## src/rtl/irq_pkg.sv

```systemverilog
// irq_pkg: shared types, default vectors and level helpers for the nested interrupt controller
package irq_pkg;
  typedef logic [1:0] lvl_t;
  typedef enum logic {RUN, HOLD} state_t;
  localparam logic [31:0] VEC1_DEF = 32'h0000_3038;
  localparam logic [31:0] VEC2_DEF = 32'h0000_3070;
  localparam logic [31:0] VEC3_DEF = 32'h0000_30a8;
  localparam int DEPTH = 3;
  function automatic lvl_t hi_lvl(input logic [2:0] v);
    return v[2] ? 2'd3 : v[1] ? 2'd2 : v[0] ? 2'd1 : 2'd0;
  endfunction
  function automatic logic [2:0] onehot(input lvl_t l);
    return l == 2'd3 ? 3'b100 : l == 2'd2 ? 3'b010 : l == 2'd1 ? 3'b001 : 3'b000;
  endfunction
endpackage

```

## src/rtl/pc_lifo.sv

```systemverilog
// pc_lifo: 3-deep return-address stack; dout shows the top entry
module pc_lifo
  import irq_pkg::*;
(
  input  logic        clk,
  input  logic        rst,
  input  logic        push,
  input  logic        pop,
  input  logic [31:0] din,
  output logic [31:0] dout,
  output logic [1:0]  depth
);
  logic [31:0] stack [DEPTH];
  assign dout = depth == 2'd0 ? 32'h0 : stack[depth - 2'd1];
  always_ff @(posedge clk or posedge rst)
    if (rst) begin
      depth <= 2'd0;
      stack <= '{default: '0};
    end else if (push) begin
      stack[depth] <= din;
      depth <= depth + 2'd1;
    end else if (pop)
      depth <= depth - 2'd1;
  // strict priority bounds nesting, so a full push or push+pop means the controller is broken
  always_ff @(posedge clk)
    assert (!(push && (depth == 2'd3 || pop)));
endmodule

```

## src/rtl/irq_nest_ctrl.sv

```systemverilog
// irq_nest_ctrl: three-level nested interrupt controller issuing PC redirects on entry and return
module irq_nest_ctrl
  import irq_pkg::*;
#(
  parameter logic [31:0] VEC1 = VEC1_DEF,
  parameter logic [31:0] VEC2 = VEC2_DEF,
  parameter logic [31:0] VEC3 = VEC3_DEF
) (
  input  logic        clk,
  input  logic        rst,
  input  logic [2:0]  irq,
  input  logic        int_en,
  input  logic        eret,
  input  logic [31:0] pc_cur,
  output logic        redirect_valid,
  output logic [31:0] redirect_pc,
  output logic [2:0]  in_service,
  output logic [2:0]  pending,
  output logic [1:0]  depth,
  output logic        ret_err
);
  state_t state, state_n;
  logic [2:0] irq_q;
  logic eret_pend, ret_req, take, ret, err;
  logic [31:0] top, vec;
  lvl_t lvl_p, lvl_c;
  assign lvl_p = hi_lvl(pending);
  assign lvl_c = hi_lvl(in_service);
  assign vec = lvl_p == 2'd3 ? VEC3 : lvl_p == 2'd2 ? VEC2 : VEC1;
  pc_lifo u_lifo (
    .clk(clk), .rst(rst), .push(take), .pop(ret),
    .din(pc_cur), .dout(top), .depth(depth)
  );
  always_ff @(posedge clk or posedge rst)
    if (rst) state <= RUN;
    else state <= state_n;
  // a return always beats a take; the take is re-evaluated at the next RUN edge
  always_comb begin
    ret_req = eret | eret_pend;
    ret = state == RUN && ret_req && depth != 2'd0;
    err = state == RUN && ret_req && depth == 2'd0;
    take = state == RUN && !ret_req && int_en && lvl_p > lvl_c;
    state_n = (ret || take) ? HOLD : RUN;
  end
  always_ff @(posedge clk or posedge rst)
    if (rst) begin
      irq_q <= 3'b0;
      pending <= 3'b0;
      in_service <= 3'b0;
      eret_pend <= 1'b0;
      redirect_valid <= 1'b0;
      redirect_pc <= 32'h0;
      ret_err <= 1'b0;
    end else begin
      irq_q <= irq;
      pending <= (pending & ~(take ? onehot(lvl_p) : 3'b0)) | (irq & ~irq_q);
      in_service <= take ? in_service | onehot(lvl_p) : ret ? in_service & ~onehot(lvl_c) : in_service;
      eret_pend <= state == HOLD ? (eret_pend | eret) : 1'b0;
      redirect_valid <= ret | take;
      redirect_pc <= ret ? top : take ? vec : redirect_pc;
      ret_err <= err;
    end
endmodule

```

## config.mk

```make
export PLATFORM = sky130hd
export DESIGN_NAME = irq_nest_ctrl
export DESIGN_NICKNAME = d
export VERILOG_FILES = /design/src/rtl/irq_pkg.sv /design/src/rtl/pc_lifo.sv /design/src/rtl/irq_nest_ctrl.sv
export SDC_FILE = /design/constraint.sdc
export NUM_CORES = 1
export LEC_CHECK = 0
export CORE_MARGIN = 8
export CORE_UTILIZATION = 55
export DETAILED_ROUTE_END_ITERATION = 16
export PLACE_DENSITY = 0.8
export SETUP_SLACK_MARGIN = 0.1
export SYNTH_ARGS = -nofsm -noshare
export SYNTH_HDL_FRONTEND = slang
export SYNTH_HIERARCHICAL = 1
export SYNTH_SLANG_ARGS = --single-unit
```

## constraint.sdc

```tcl
create_clock -name clk -period 3.9 [get_ports clk]
set_clock_uncertainty 0.1 [all_clocks]
set_input_delay 0.585 -clock clk [delete_from_list [all_inputs] [get_ports clk]]
set_output_delay 0.585 -clock clk [all_outputs]
set_load 0.02 [all_outputs]
```

==> key figures <==
STA
  – Tmin final: slightly above 3 ns
  – Highest clock rate: approximately 330 MHz
  – Worst setup margin: roughly 0.85 ns
  – Relative slew slack: 0.347
  – Fin crit share: 0.782
  – Fin. Hold Viols: 0
  – Endpoints failing setup: 0
  – Final slew viol count: 0
  – Fin Setup TNS: 0 ns
  – RSZ-0062 raised after global routing: false
  – Slew @ Worst Pin: 0.977 ns

Status
  – Status: finished clean

Clocking
  – Clock sink total: approximately 140
  – Clock Latency Late Sink: about 0.52 ns
  – CTS max path bufs: 2
  – Cts hold-fix bufs: 0
  – Worst-path clk slew: ~0.060 ns
  – Post-CTS sizing: 0
  – CTS Buf Count: 17
  – Post-CTS setup buffers: 0
  – Clk root buf: clkbuf_8
  – CTS tree: built
  – Htree depth: 4

Worst setup path
  – CP Capture Type: flop
  – Req. time, crit path: between 4 and 5 ns
  – Crit start category: flop
  – R2r setup slk: approximately 0.85 ns
  – WS Path Type: flop to flop
  – CP max FO: 32
  – Worst EP arrival: about 3.4 ns

Routing
  – # DRC: 0
  – DRT antenna net count: 0
  – Iteration-0 DRC Markers: 198
  – Wire per inst: 20.6 µm
  – DR vias/cell: 5.92
  – First-pass iteration count of the detailed router: 4
  – Routed WL: approximately 14000 µm
  – Vias: just over 4000

Logic synthesis
  – Post-synth EDFFs: 0
  – Synth area leaders: dfrtp_1 58%, mux2_2 18%, mux2i_1 5.2%
  – Mapped Area: 6180 µm²
  – Top cell type's share of synthesized area: 0.575
  – Avg Cell Area, Syn: roughly 14 µm²
  – Cell variety after synth: 39
  – Top_reg_cell synth: dfrtp_1
  – Net count after synthesis: 501
  – Async SR Flop Fraction: 1.00
  – Yosys warns: 6
  – Most frequent cells after synthesis: 142 x dfrtp_1, 96 x mux2_2, 42 x inv_1, 32 x mux2i_1, 31 x o32ai_1
  – Sequential-to-total area share from yosys stat: 0.575
  – Synth Instances: between 400 and 500
  – FF+latch count, synth: 142
  – Area leader, netlist: dfrtp_1
  – Most common cell in the netlist: dfrtp_1

Floorplan
  – Initial core utilization: 0.567
  – Die ar.: roughly 15000 µm²
  – Die height: 122 µm
  – Floorplan row count: 38
  – Io pins: 81
  – Core area: around 11000 µm²
  – Die Width: ~120 µm

Finish
  – Area grow syn2layout: 23.9%
  – Final nets: 582
  – Final non-filler cell total: roughly 700
  – Antenna fix cells: 0
  – Final core occ: 0.703
  – Layout cells sized above 1: 0.275
  – Design Area, Final: 7650 µm²

Global route
  – Remaining global-route overflow: 0
  – First-pass GRT wire length: about 23000 µm
  – All-Layer GR Usage: 0.201
  – Initial antenna violation count: 0
  – Largest net degree at the start of global routing: slightly above 60
  – Vias in the first global route: roughly 4500

Placement
  – Dpl cells: between 600 and 700
  – Place WS: around 0.88 ns
  – Post-DP Area: 7080 µm²
  – Post-DP HPWL: about 9100 µm
  – IO buf count: 80
  – GPL Wtd Cong: 0.790

Run
  – Max-Cap Viols: 0

Pwr
  – Leakage: 3.55 nW
  – Peak VDD IR: around 560 µV
  – PwrDens: about 890 nW/µm²

Hold path
  – Min-delay worst type: flop to flop
==> final cells by class <==
cell class,instances,area (µm²)
Clock inverter,12,145
Sequential cell,142,3550
Inverter,44,168
Tap cell,140,175
Fill cell,758,3230
Clock buffer,19,432
Timing Repair Buffer,93,898
Multi-Input combinational cell,240,2280
==> metrics by stage <==
step,total power [W],hold slack [ns]
after global routing,0.00716,0.349
after floorplan,0.00441,0.300
final,0.00679,0.328
after CTS,0.00683,0.328
after global placement,0.00509,0.311
after detailed placement,0.00521,0.320
==> path summary, 6_finish.rpt <==
| kind | start | to | cells after the start |
|---|---|---|---|
| max in group asynchronous | rst | u_lifo/stack[51] | 3 |
| worst max-delay path | pending[1] | u_lifo/stack[34] | 8 |
| min in group asynchronous | rst | u_lifo/stack[12] | 2 |
| worst max register to register | pending[1] | u_lifo/stack[34] | 8 |
| worst min-delay path | irq_q[2] | pending[2] | 1 |
| worst min register to register | irq_q[2] | pending[2] | 1 |
==> cell families after synthesis <==
| logic type | synth area share |
|---|---|
| adders and majority gates | 0.0101 |
| and+or+nand+nor | 0.0257 |
| xor gates and xnor gates | 0.00142 |
| buffers and inverters | 0.0567 |
| AOI/OAI and AO/OA | 0.104 |
| DFF | 0.575 |
| muxes | 0.227 |
==> per-layer routing <==
layer / up-vias / track usage / part of all wire
li1: 1812 / - / -
met1: 2132 / 0.242 / 0.42
met2: 130 / 0.337 / 0.50
met3: 13 / 0.0569 / 0.076
met4: 0 / 0.0748 / 0.0097
met5: - / 0 / 0
==> critical path, cell delays in order (launching register included) <==
cell       delay (ns)
dfrtp_1          0.41
or2_2            0.33
ha_1             0.31
nor2b_1          0.13
o2111ai_1        0.18
buf_4            0.20
inv_1            0.14
nand2_2          0.70
mux2_2           0.43
==> registers in the layout (all words and copies together) (netlist names) <==
register        cells
pending             3
redirect_valid      1
eret_pend           1
irq_q               3
ret_err             1
in_service          3
redirect_pc        32
u_lifo/stack       96
u_lifo/depth        2
==> cell usage in the layout (no fill, tap or decap), types with 2 or more instances in the layout <==
master,count
o22a_1,3
mux2i_1,32
inv_1,40
buf_4,13
nand2b_1,3
mux2_2,96
clkdlybuf4s50_1,80
inv_2,3
nand2_2,3
nor2_1,7
and2_1,2
nand2_1,3
clkinv_2,6
o21a_1,2
o32ai_1,31
ha_1,4
bufinv_16,3
o21ai_0,5
clkbuf_8,2
dfrtp_1,142
clkinv_4,2
a22o_1,25
a211oi_1,2
clkbuf_16,16
nor2b_1,3
==> power by group <==
| part | total, W | switching, W | internal [W] |
|---|---|---|---|
| clock | 0.00157 | 0.000586 | 0.000981 |
| sequential | 0.00247 | 0.000361 | 0.00211 |
| combinational | 0.00276 | 0.00142 | 0.00134 |
| total | 0.00679 | 0.00236 | 0.00443 |
Power figures use the tool's default switching activity.
==> RTL edit (same flow settings) <==
The output `redirect_valid` loses its register stage (`redirect_valid` becomes a continuous assignment).
--- a/src/rtl/irq_nest_ctrl.sv
+++ b/src/rtl/irq_nest_ctrl.sv
@@ -50,3 +50,2 @@
       eret_pend <= 1'b0;
-      redirect_valid <= 1'b0;
       redirect_pc <= 32'h0;
@@ -58,3 +57,2 @@
       eret_pend <= state == HOLD ? (eret_pend | eret) : 1'b0;
-      redirect_valid <= ret | take;
       redirect_pc <= ret ? top : take ? vec : redirect_pc;
@@ -62,2 +60,4 @@
     end
+
+  assign redirect_valid = ret | take;
 endmodule
Check against the original RTL: not equivalent (a bounded check fails within 4 cycles, from zero or initial values and one cycle with rst high).
==> RTL edit against the original RTL <==
Worst hold slack better by 0.0067 ns. Wire length is 2.0% higher. Non-clock buffer count is 2 higher. Final area is 0.82% higher. Total power increased by 0.85%. Sequential cell count did not move. Via count down 1.4%. Worst setup slack worse by 0.49 ns. Area after synthesis is 0.93% higher. First-iteration DRC count up 15%. Largest power group unchanged.
==> RTL edit: results (changes against the original RTL) <==
<table>
<tr><th>Metric</th><th>Value</th></tr>
<tr><th colspan="2">Status</th></tr>
<tr><td>Status</td><td>finished clean</td></tr>
<tr><th colspan="2">Global routing</th></tr>
<tr><td>Vias in the first global route</td><td>4536 (+0.044%)</td></tr>
<tr><td>Overall track demand over capacity in global routing</td><td>0.206 (+0.00518)</td></tr>
<tr><td>Met2 usage</td><td>0.359 (+0.0222)</td></tr>
<tr><td>Largest net degree at the start of global routing</td><td>49 (-21%)</td></tr>
<tr><th colspan="2">Clocking</th></tr>
<tr><td>Clock root cell</td><td>clkbuf_16</td></tr>
<tr><th colspan="2">STA</th></tr>
<tr><td>Final hold slack</td><td>0.335 ns (+0.00671 ns)</td></tr>
<tr><th colspan="2">Placed design</th></tr>
<tr><td>Post-Place Cells</td><td>663 (+0.61%)</td></tr>
<tr><td>Post-Place Cell Area</td><td>7170 um^2 (+1.3%)</td></tr>
<tr><td>Setup slack at placement</td><td>0.729 ns (-0.147 ns)</td></tr>
<tr><th colspan="2">Setup path</th></tr>
<tr><td>WP data arrival</td><td>2.86 ns (-0.49 ns)</td></tr>
<tr><td>Worst reg2reg endpoint</td><td>u_lifo/stack[44]$_DFFE_PP0P_</td></tr>
<tr><td>Critical Path Fanout Max</td><td>11 (-66%)</td></tr>
<tr><td>CP peak stage delay</td><td>0.63 ns (-0.07 ns)</td></tr>
<tr><th colspan="2">Routing</th></tr>
<tr><td>Initial drt markers</td><td>227 (+15%)</td></tr>
<tr><td>Wirelength per Cell</td><td>20.9 um (+1.6%)</td></tr>
<tr><td>Detailed-route vias per instance</td><td>5.81 (-1.8%)</td></tr>
<tr><th colspan="2">Synthesis</th></tr>
<tr><td>Top cells by count, synth</td><td>142 x dfrtp_1, 96 x mux2_2, 41 x inv_1</td></tr>
<tr><td>Count of different cell masters after synthesis</td><td>44 (+13%)</td></tr>
<tr><td>Largest cells by area after synthesis</td><td>dfrtp_1 57%, mux2_2 17%, mux2i_1 5.1%</td></tr>
<tr><td>Proportion of synthesized chip area in sequential cells</td><td>0.570 (-0.00531)</td></tr>
<tr><td>Mean instance size in the synthesized netlist</td><td>13.7 um^2 (+1.6%)</td></tr>
<tr><th colspan="2">Power</th></tr>
<tr><td>Leakage</td><td>3.56 nW (+0.34%)</td></tr>
<tr><td>Power Internal</td><td>0.00443 W (about the same)</td></tr>
<tr><th colspan="2">Cells and area</th></tr>
<tr><td>Net count, final</td><td>583 (+0.17%)</td></tr>
</table>
## RTL edit: routing by layer
layer  vias to the layer above  wire length (um)
met4                         0               187
li1                       1822                 -
met2                       111              7740
met5                         -                 0
met1                      2080              5870
met3                        16               691
## RTL edit: cell families (layout without fill, tap and decap cells)
family,count (synthesis),count (layout),synth area share
buffers and inverters,73,169,0.0590
XOR/XNOR,1,1,0.00141
multiplexers,128,128,0.225
adder cells (fa/ha/maj),5,5,0.0100
flip-flops,142,142,0.570
AND/OR/NAND/NOR,29,29,0.0295
AO/OA/AOI/OAI,76,76,0.105
## RTL edit: power by group through the flow
| stage | clock network, W | registers, W | logic [W] |
|---|---|---|---|
| finish | 0.00150 | 0.00247 | 0.00288 |
| global route | 0.00159 | 0.00254 | 0.00307 |
| CTS | 0.00152 | 0.00247 | 0.00290 |
| detailed placement | 0 | 0.00248 | 0.00288 |
| global placement | 0 | 0.00243 | 0.00278 |
| floorplan | 0 | 0.00253 | 0.00196 |
## RTL edit: area by class of cell
type | count | area, um^2
Fill cell | 814 | 3510
Sequential cell | 142 | 3550
Tap cell | 143 | 179
Multi-Input combinational cell | 239 | 2320
Clock buffer | 23 | 488
Timing Repair Buffer | 95 | 938
Inverter | 44 | 180
Clock inverter | 7 | 62.6
## RTL edit: how the worst max path moves through the flow
stage                              start                           to  slack [ns]  depth (start not counted)
CTS                 pending[1]$_DFF_PP0_               redirect_valid        0.34                          8
detailed placement                int_en               redirect_valid        0.73                          7
finish              pending[1]$_DFF_PP0_               redirect_valid        0.36                          8
floorplan                            rst  u_lifo/depth[0]$_DFFE_PP0P_        0.65                          1
global route        pending[1]$_DFF_PP0_               redirect_valid        0.25                          8
global placement                  int_en               redirect_valid        0.74                          7
